==> src/rtl/nes_pad_poller.sv <==
// Polls two NES/SNES serial pads on a tick schedule or on request; reports active-high button vectors.
// Outputs are registered one cycle after a tick; no backpressure, and overlapping requests merge into one poll.
module nes_pad_poller #(
  parameter int TICK_DIV   = 126,
  parameter int POLL_TICKS = 2778,
  parameter int NUM_BITS   = 8
) (
  input  logic                clk,
  input  logic                reset_n,
  input  logic                poll_req,
  input  logic                pad_data1,
  input  logic                pad_data2,
  output logic                pad_latch,
  output logic                pad_clk,
  output logic [NUM_BITS-1:0] buttons1,
  output logic [NUM_BITS-1:0] buttons2,
  output logic                buttons_valid,
  output logic                busy
);

  localparam int PS_W  = $clog2(TICK_DIV);
  localparam int TM_W  = (POLL_TICKS > 1) ? $clog2(POLL_TICKS) : 1;
  localparam int CNT_W = $clog2(NUM_BITS);

  localparam logic [PS_W-1:0]  PS_LAST  = PS_W'(TICK_DIV - 1);
  localparam logic [TM_W-1:0]  TM_LOAD  = TM_W'(POLL_TICKS - 1);
  localparam logic [CNT_W-1:0] CNT_LAST = CNT_W'(NUM_BITS - 1);

  typedef enum logic [2:0] {
    S_IDLE,
    S_LATCH,
    S_SETTLE,
    S_CLK_LO,
    S_CLK_HI
  } state_t;

  state_t              state_q, state_d;
  logic [PS_W-1:0]     ps_q, ps_d;
  logic [TM_W-1:0]     tmr_q, tmr_d;
  logic                pending_q, pending_d;
  logic [1:0]          sync1_q, sync1_d;
  logic [1:0]          sync2_q, sync2_d;
  logic                phase_q, phase_d;
  logic [CNT_W-1:0]    cnt_q, cnt_d;
  logic [NUM_BITS-1:0] shift1_q, shift1_d;
  logic [NUM_BITS-1:0] shift2_q, shift2_d;
  logic [NUM_BITS-1:0] buttons1_q, buttons1_d;
  logic [NUM_BITS-1:0] buttons2_q, buttons2_d;
  logic                valid_q, valid_d;
  logic                pad_latch_q, pad_latch_d;
  logic                pad_clk_q, pad_clk_d;
  logic                busy_q, busy_d;

  logic                tick;
  logic                timer_hit;
  logic [CNT_W-1:0]    nxt_idx;

  assign tick    = (ps_q == PS_LAST);
  assign nxt_idx = cnt_q + CNT_W'(1);

  always_comb begin
    ps_d       = tick ? '0 : ps_q + PS_W'(1);
    tmr_d      = tmr_q;
    pending_d  = pending_q;
    sync1_d    = {sync1_q[0], pad_data1};
    sync2_d    = {sync2_q[0], pad_data2};
    state_d    = state_q;
    phase_d    = phase_q;
    cnt_d      = cnt_q;
    shift1_d   = shift1_q;
    shift2_d   = shift2_q;
    buttons1_d = buttons1_q;
    buttons2_d = buttons2_q;
    valid_d    = 1'b0;
    timer_hit  = 1'b0;

    if (tick) begin
      if (tmr_q == '0) begin
        tmr_d     = TM_LOAD;
        timer_hit = 1'b1;
      end else begin
        tmr_d = tmr_q - TM_W'(1);
      end

      case (state_q)
        S_IDLE: begin
          if (pending_q) begin
            pending_d = 1'b0;
            cnt_d     = '0;
            phase_d   = 1'b0;
            state_d   = S_LATCH;
          end
        end
        S_LATCH: begin
          if (phase_q) state_d = S_SETTLE;
          else         phase_d = 1'b1;
        end
        S_SETTLE: begin
          shift1_d[0] = ~sync1_q[1];
          shift2_d[0] = ~sync2_q[1];
          state_d     = S_CLK_LO;
        end
        S_CLK_LO: state_d = S_CLK_HI;
        S_CLK_HI: begin
          if (cnt_q < CNT_LAST) begin
            cnt_d             = nxt_idx;
            shift1_d[nxt_idx] = ~sync1_q[1];
            shift2_d[nxt_idx] = ~sync2_q[1];
            state_d           = S_CLK_LO;
          end else begin
            // The last pulse only returns the pads to idle; its data bit is not kept.
            buttons1_d = shift1_q;
            buttons2_d = shift2_q;
            valid_d    = 1'b1;
            state_d    = S_IDLE;
          end
        end
        default: state_d = S_IDLE;
      endcase
    end

    // A new request wins over the clear of a poll that starts on the same tick.
    if (timer_hit || poll_req) pending_d = 1'b1;

    pad_latch_d = (state_d == S_LATCH);
    pad_clk_d   = (state_d != S_CLK_LO);
    busy_d      = (state_d != S_IDLE);
  end

  always_ff @(posedge clk or negedge reset_n) begin
    if (!reset_n) begin
      state_q     <= S_IDLE;
      ps_q        <= '0;
      tmr_q       <= '0;
      pending_q   <= 1'b0;
      sync1_q     <= 2'b11;
      sync2_q     <= 2'b11;
      phase_q     <= 1'b0;
      cnt_q       <= '0;
      shift1_q    <= '0;
      shift2_q    <= '0;
      buttons1_q  <= '0;
      buttons2_q  <= '0;
      valid_q     <= 1'b0;
      pad_latch_q <= 1'b0;
      pad_clk_q   <= 1'b1;
      busy_q      <= 1'b0;
    end else begin
      state_q     <= state_d;
      ps_q        <= ps_d;
      tmr_q       <= tmr_d;
      pending_q   <= pending_d;
      sync1_q     <= sync1_d;
      sync2_q     <= sync2_d;
      phase_q     <= phase_d;
      cnt_q       <= cnt_d;
      shift1_q    <= shift1_d;
      shift2_q    <= shift2_d;
      buttons1_q  <= buttons1_d;
      buttons2_q  <= buttons2_d;
      valid_q     <= valid_d;
      pad_latch_q <= pad_latch_d;
      pad_clk_q   <= pad_clk_d;
      busy_q      <= busy_d;
    end
  end

  assign pad_latch     = pad_latch_q;
  assign pad_clk       = pad_clk_q;
  assign buttons1      = buttons1_q;
  assign buttons2      = buttons2_q;
  assign buttons_valid = valid_q;
  assign busy          = busy_q;

endmodule
==> config.mk <==
export PLATFORM = sky130hd
export DESIGN_NAME = nes_pad_poller
export DESIGN_NICKNAME = d
export VERILOG_FILES = /design/src/rtl/nes_pad_poller.sv
export SDC_FILE = /design/constraint.sdc
export NUM_CORES = 1
export LEC_CHECK = 0
export CAP_MARGIN = 20
export CORE_MARGIN = 3
export CORE_UTILIZATION = 62
export DETAILED_ROUTE_END_ITERATION = 16
export PLACE_DENSITY_LB_ADDON = 0.2
export SLEW_MARGIN = 20
export SYNTH_ARGS = -nofsm -noshare
export SYNTH_HDL_FRONTEND = slang
export SYNTH_SLANG_ARGS = --single-unit
==> constraint.sdc <==
create_clock -name clk -period 4.9 [get_ports clk]
set_input_delay 0.49 -clock clk [delete_from_list [all_inputs] [get_ports clk]]
set_output_delay 0.49 -clock clk [all_outputs]
set_load 0.01 [all_outputs]
==> run metrics, run 1 <==
Starting DRT DRC Count 133; Setup CP Type flop to flop; total track usage 22.0%; CTS buffer count 9; crit path max fanout 17; outcome complete, no violations; max-slew violations 0; HPWL after DPL 3.86 mm; P per Cell Area 319 mW/mm^2; Ports 25; final hold violation count 0; layout cells sized above 1 18.2%; largest net degree at the start of global routing 68; top cells by area, synth dfrtp_1 49%, mux2i_1 5.7%, mux2_4 4.3%; DR pass1 iterations 4; worst relative slew slack 31.8%; Post-Route WL 5.81 mm; final setup violation count 0; largest family of logic cells by synthesized area simple AND/OR/NAND/NOR gates; total power 0.00118 W; FMAX 412 MHz; Reg2Reg Depth 6; H-Tree Depth 3; Skew-Pair Late Insertion Delay 330 ps; MaxCap Viol Count 0; P_int 0.000963 W; Req. time, crit path 5120 ps; Mapped Cells 277; Non-Filler Instances 370; number of synthesized flops with an enable pin 0; Setup crit end kind flop; Final #Nets 308; worst hold slack 324 ps; Clock transition at path regs 70 ps; Leakage 1.75 nW; clock sinks 67; RSZ-0062 raised after global routing false; top-count cell post-synth dfrtp_1; Setup WS post-layout 2470 ps; asr flop ratio synth 100%; Initial Util 65.4%; mux contribution to synthesized area 13.5%; Net Sw Frac 18.4%; final worst path period share 49.5%; Hold-fix buffers, CTS 0; Slew @ Worst Pin 1020 ps; Synth Register Bits 67; Startpoint Class flop; Core Area 0.00485 mm^2; Die Y 77.5 um; reg2reg end buttons2[5]; global-route wire length before repair 10.3 mm; leading area contributor after synthesis dfrtp_1; vias in the first global route 2197; Min Clock Period, post-route 2430 ps; area share of the largest cell type after synthesis 48.9%; syn avg cell area 11.5 um^2; DRC violations left 0; clock share of power 51.5%; IO buf count 24; Worst Hold Class input port to asynchronous set/reset pin; Synth warnings 0; CTS tree done; Synth cell types 52; Place WS 2470 ps; syn nets 287; Synth Area in Compound Gates 9.03%; sw power 0.000217 W; clock tree buffer depth 2; Area growth syn-to-layout 16.7%; ANT cells 0; die area 0.00601 mm^2; XOR/XNOR Fraction of Synth Area 1.66%; adder-cell share of the synthesized area 1.97%; Comb pwr share 1.2%; Avg Vias per Cell 5.91; Post-DRT Antenna Nets 0; R2R Path Start ps_q[1]; chip width 77.5 um; Synth top cells by count 62 x dfrtp_1, 21 x inv_1, 19 x o21ai_0; gpl congestion 0.859; Clock Skew 8.19 ps; initial antenna violation count 0; Post-Route Setup TNS 0 ps; maximum VDD drop 0.305 mV; Flop pwr share 47.3%; Post-CTS Resized 0; via count 2187; post-CTS setup buffer count 0; wire per inst 15.7 um; predominant post-synthesis flop cell dfrtp_1; root buf cell clkbuf_8; Synth Cell Area 0.00317 mm^2; Post-Synth Simple-Gate Area 15.8%; crit path DAT 2640 ps; R2R Setup Slk 2470 ps; grt ovf 0; dpl cells 354; # rows 25; sequential element share of the synthesized area 53.1%
## per-stage QoR
stage,util [%],area [um^2]
floorplan,-,3170
global placement,70.7,3430
detailed placement,70.7,3430
CTS,76.3,3700
global route,76.3,3700
finish,76.3,3700
## cells by family (layout without fill, tap and decap cells)
family / after synthesis / count (layout)
buf+inv: 37 / 63
fa+ha+maj: 5 / 5
mux: 37 / 37
flops: 67 / 67
xor+xnor: 6 / 6
compound gates: 45 / 45
simple gates: 80 / 80
## registers in the layout, summed over array words and instances (netlist names), 2 cells and up
signal,count
buttons1,8
buttons2,8
cnt_q,3
ps_q,7
shift1_q,8
shift2_q,8
state_q,3
sync1_q,2
sync2_q,2
tmr_q,12
## critical path: stages (launching register included)
cell and delay (ps):
dfrtp_1 390, inv_1 60, ha_1 170, and2_1 220, nand2_4 160, nor3_4 870
mux2_2 420
## power groups by stage
stage / clock (W) / sequential [W] / combinational [W]
after floorplan: 0 / 0.000567 / 0.00000209
after global placement: 0 / 0.000569 / 0.0000145
after detailed placement: 0 / 0.000569 / 0.0000145
after CTS: 0.000623 / 0.000558 / 0.0000145
after global routing: 0.000651 / 0.000558 / 0.0000159
final: 0.000608 / 0.000558 / 0.0000136
## worst max-delay path by stage
stage                        start          end
final                      ps_q[1]  buttons2[5]
after global routing       ps_q[1]  buttons2[0]
after CTS                  ps_q[1]  buttons2[5]
after detailed placement   ps_q[1]  buttons2[4]
after global placement     ps_q[1]  buttons2[1]
after floorplan           tmr_q[0]    tmr_q[10]
## layout by cell type, fill, tap and decap left out, types with 3 or more instances in the layout
master / synthesis / layout
dfrtp_1: 62 / 62
clkdlybuf4s50_1: 0 / 23
inv_1: 21 / 21
o21ai_0: 19 / 19
mux2i_1: 18 / 18
nor2_1: 17 / 17
mux2_2: 10 / 10
clkbuf_8: 0 / 10
mux2_4: 9 / 9
nand2_1: 7 / 7
nand3_1: 7 / 7
a21oi_1: 6 / 6
o31ai_1: 6 / 6
and3_1: 5 / 5
nand4b_1: 5 / 5
or3_1: 5 / 5
ha_1: 5 / 5
dfstp_2: 5 / 5
nand4_1: 4 / 4
nor4_1: 4 / 4
nor3_1: 4 / 4
bufinv_16: 0 / 4
nand2b_1: 3 / 3
a31oi_1: 3 / 3
xor2_1: 3 / 3
xnor2_1: 3 / 3
nor4_2: 3 / 3
## cell type report
type / count / area (um^2)
inverters: 21 / 78.8
clock inverters: 6 / 136
repair buffers: 26 / 250
flip-flops and latches: 67 / 1680
multi-input cells: 173 / 1330
clock buffers: 10 / 138
well taps: 67 / 83.8
fillers: 310 / 1150
## per-layer routing
layer | routed length, um | track usage (%) | vias up
li1 | - | - | 1033
met1 | 2530 | 28.5 | 1093
met2 | 2960 | 35.1 | 57
met3 | 262 | 6.61 | 4
met4 | 51 | 7.83 | 0
met5 | 0 | 0 | -
Power figures use the tool's default switching activity.
==> inputs of run 2 (changes only) <==
--- a/config.mk
+++ b/config.mk
@@ -7,7 +7,7 @@
 export LEC_CHECK = 0
 export CAP_MARGIN = 20
 export CORE_MARGIN = 3
-export CORE_UTILIZATION = 62
+export CORE_UTILIZATION = 58
 export DETAILED_ROUTE_END_ITERATION = 16
 export PLACE_DENSITY_LB_ADDON = 0.2
 export SLEW_MARGIN = 20
==> constraint.sdc (replaced) <==
create_clock -name clk -period 2.5 [get_ports clk]
set_input_delay 0.25 -clock clk [delete_from_list [all_inputs] [get_ports clk]]
set_output_delay 0.25 -clock clk [all_outputs]
set_load 0.01 [all_outputs]
==> run 2 against run 1 <==
  * Wire length shrank 4.3%
  * Final area is 1.0% lower
  * Flip-flop and latch count did not move
  * Highest routed layer unchanged
  * Sequential power rose by 95%
  * Non-clock buffer count up 3
  * Combinational power increased by 130%
  * Clock power is 43% higher
  * Fmax rose by 17%
  * Global-route usage down 2.4 points
  * Register-to-register slack lost 2000 ps
  * Clock skew decreased by 1.1 ps
==> run metrics, run 2 (synthesis results as in run 1) <==
final hold violation count 0; total power 0.00200 W; fill count 395; H-Tree Depth 3; grt ovf 0; CTS tree done; Skew-Pair Late Insertion Delay 340 ps; Ports 25; Clock Skew 7.12 ps; Final #Nets 311; largest net degree at the start of global routing 35; Post-Route Setup TNS 0 ps; Area growth syn-to-layout 15.5%; max-slew violations 0; root buf cell clkbuf_8; multi-input logic area 0.00133 mm^2; RSZ-0062 raised after global routing false; Die Y 80.0 um; Largest Register tmr_q; Req. time, crit path 2720 ps; Starting DRT DRC Count 74; Clock transition at path regs 80 ps; Worst Hold Class input port to flop; chip width 80.0 um; post-CTS setup buffer count 0; initial antenna violation count 0; vias in the first global route 2075; Initial Util 60.9%; Startpoint Class flop; Core Area 0.00520 mm^2; IO buf count 24; MaxCap Viol Count 0; FMAX 481 MHz; final setup violation count 0; P per Cell Area 545 mW/mm^2; Post-DRT Antenna Nets 0; Slew @ Worst Pin 743 ps; clock tree buffer depth 2; gpl congestion 0.801; Min Clock Period, post-route 2080 ps; worst hold slack 312 ps; # rows 26; most frequent cells in the layout 62 x dfrtp_1, 23 x clkdlybuf4s50_1, 21 x inv_1; DR pass1 iterations 4; DRC violations left 0; ANT cells 0; Leakage 1.72 nW; CTS buffer count 9; Sequential Area 0.00168 mm^2; Setup CP Type flop to flop; crit path DAT 2300 ps; via count 2110; die area 0.00639 mm^2; Post-Route WL 5.56 mm; clock sinks 67; maximum VDD drop 0.405 mV; worst relative slew slack 50.5%; Setup crit end kind flop; final worst path period share 83.1%; total track usage 19.6%; outcome complete, no violations; layout cells sized above 1 18.3%; Avg Vias per Cell 5.61; max reg flops 12; most common cell after layout, fill and taps aside dfrtp_1; wire per inst 14.8 um; crit path max fanout 5; global-route wire length before repair 9.65 mm; HPWL after DPL 3.94 mm
## run 2: final timing paths
| path | slack [ps] | startpoint | end | cells past startpoint |
|---|---|---|---|---|
| max in group asynchronous | 1290 | reset_n | sync2_q[0] | 3 |
| worst max register to register | 420 | tmr_q[0] | tmr_q[8] | 6 |
| min in group asynchronous | 520 | reset_n | buttons1[1] | 2 |
| worst min-delay path | 310 | pad_data2 | sync2_q[0] | 1 |
| worst min register to register | 350 | sync1_q[0] | sync1_q[1] | 0 |
| worst max-delay path | 420 | tmr_q[0] | tmr_q[8] | 6 |
## run 2: per-stage QoR
step / instance area, um^2 / cells / setup WS [ps] / utilization [%]
after floorplan: 3170 / 277 / 555 / -
after global placement: 3460 / 359 / 505 / 66.4
after detailed placement: 3460 / 359 / 443 / 66.4
after CTS: 3660 / 376 / 426 / 70.4
after global routing: 3660 / 376 / 301 / 70.4
final: 3660 / 376 / 423 / 70.4
## run 2: timing repair
action / 4_1_cts / 5_1_grt
setup endpoints to repair: 0 / 0
gates resized for setup: 0 / 0
endpoints found under the hold margin: 29 / 0
hold buffers: 1 / 0
## run 2: final cells by class
type                            count  area share (%)
Sequential cell                    67            46.0
Multi-Input combinational cell    173            36.4
Timing Repair Buffer               29            7.86
Clock buffer                       10            3.48
Tap cell                           70            2.39
Inverter                           21            2.15
Clock inverter                      6            1.81
## run 2: per-layer routing
layer | share of wire (%) | up-vias | global-route usage, %
met5 | 0 | - | 0
met4 | 1.5 | 0 | 8.11
met3 | 3.0 | 10 | 4.74
met2 | 46 | 36 | 29.0
met1 | 50 | 1026 | 27.8
li1 | - | 1038 | -
## run 2: worst max-delay path, cell delays in order, from the launching register on
cell,delay (ps)
dfrtp_1,410
inv_1,100
ha_1,190
or3b_1,370
or3_4,370
nor4_2,160
mux2_2,370
## run 2: power by group
part / leakage, nW / internal (W) / switching (W)
combinational: 0.735 / 0.00000962 / 0.0000212
sequential: 0.900 / 0.00109 / 0.00000443
clock: 0.0885 / 0.000460 / 0.000411
total: 1.72 / 0.00156 / 0.000436
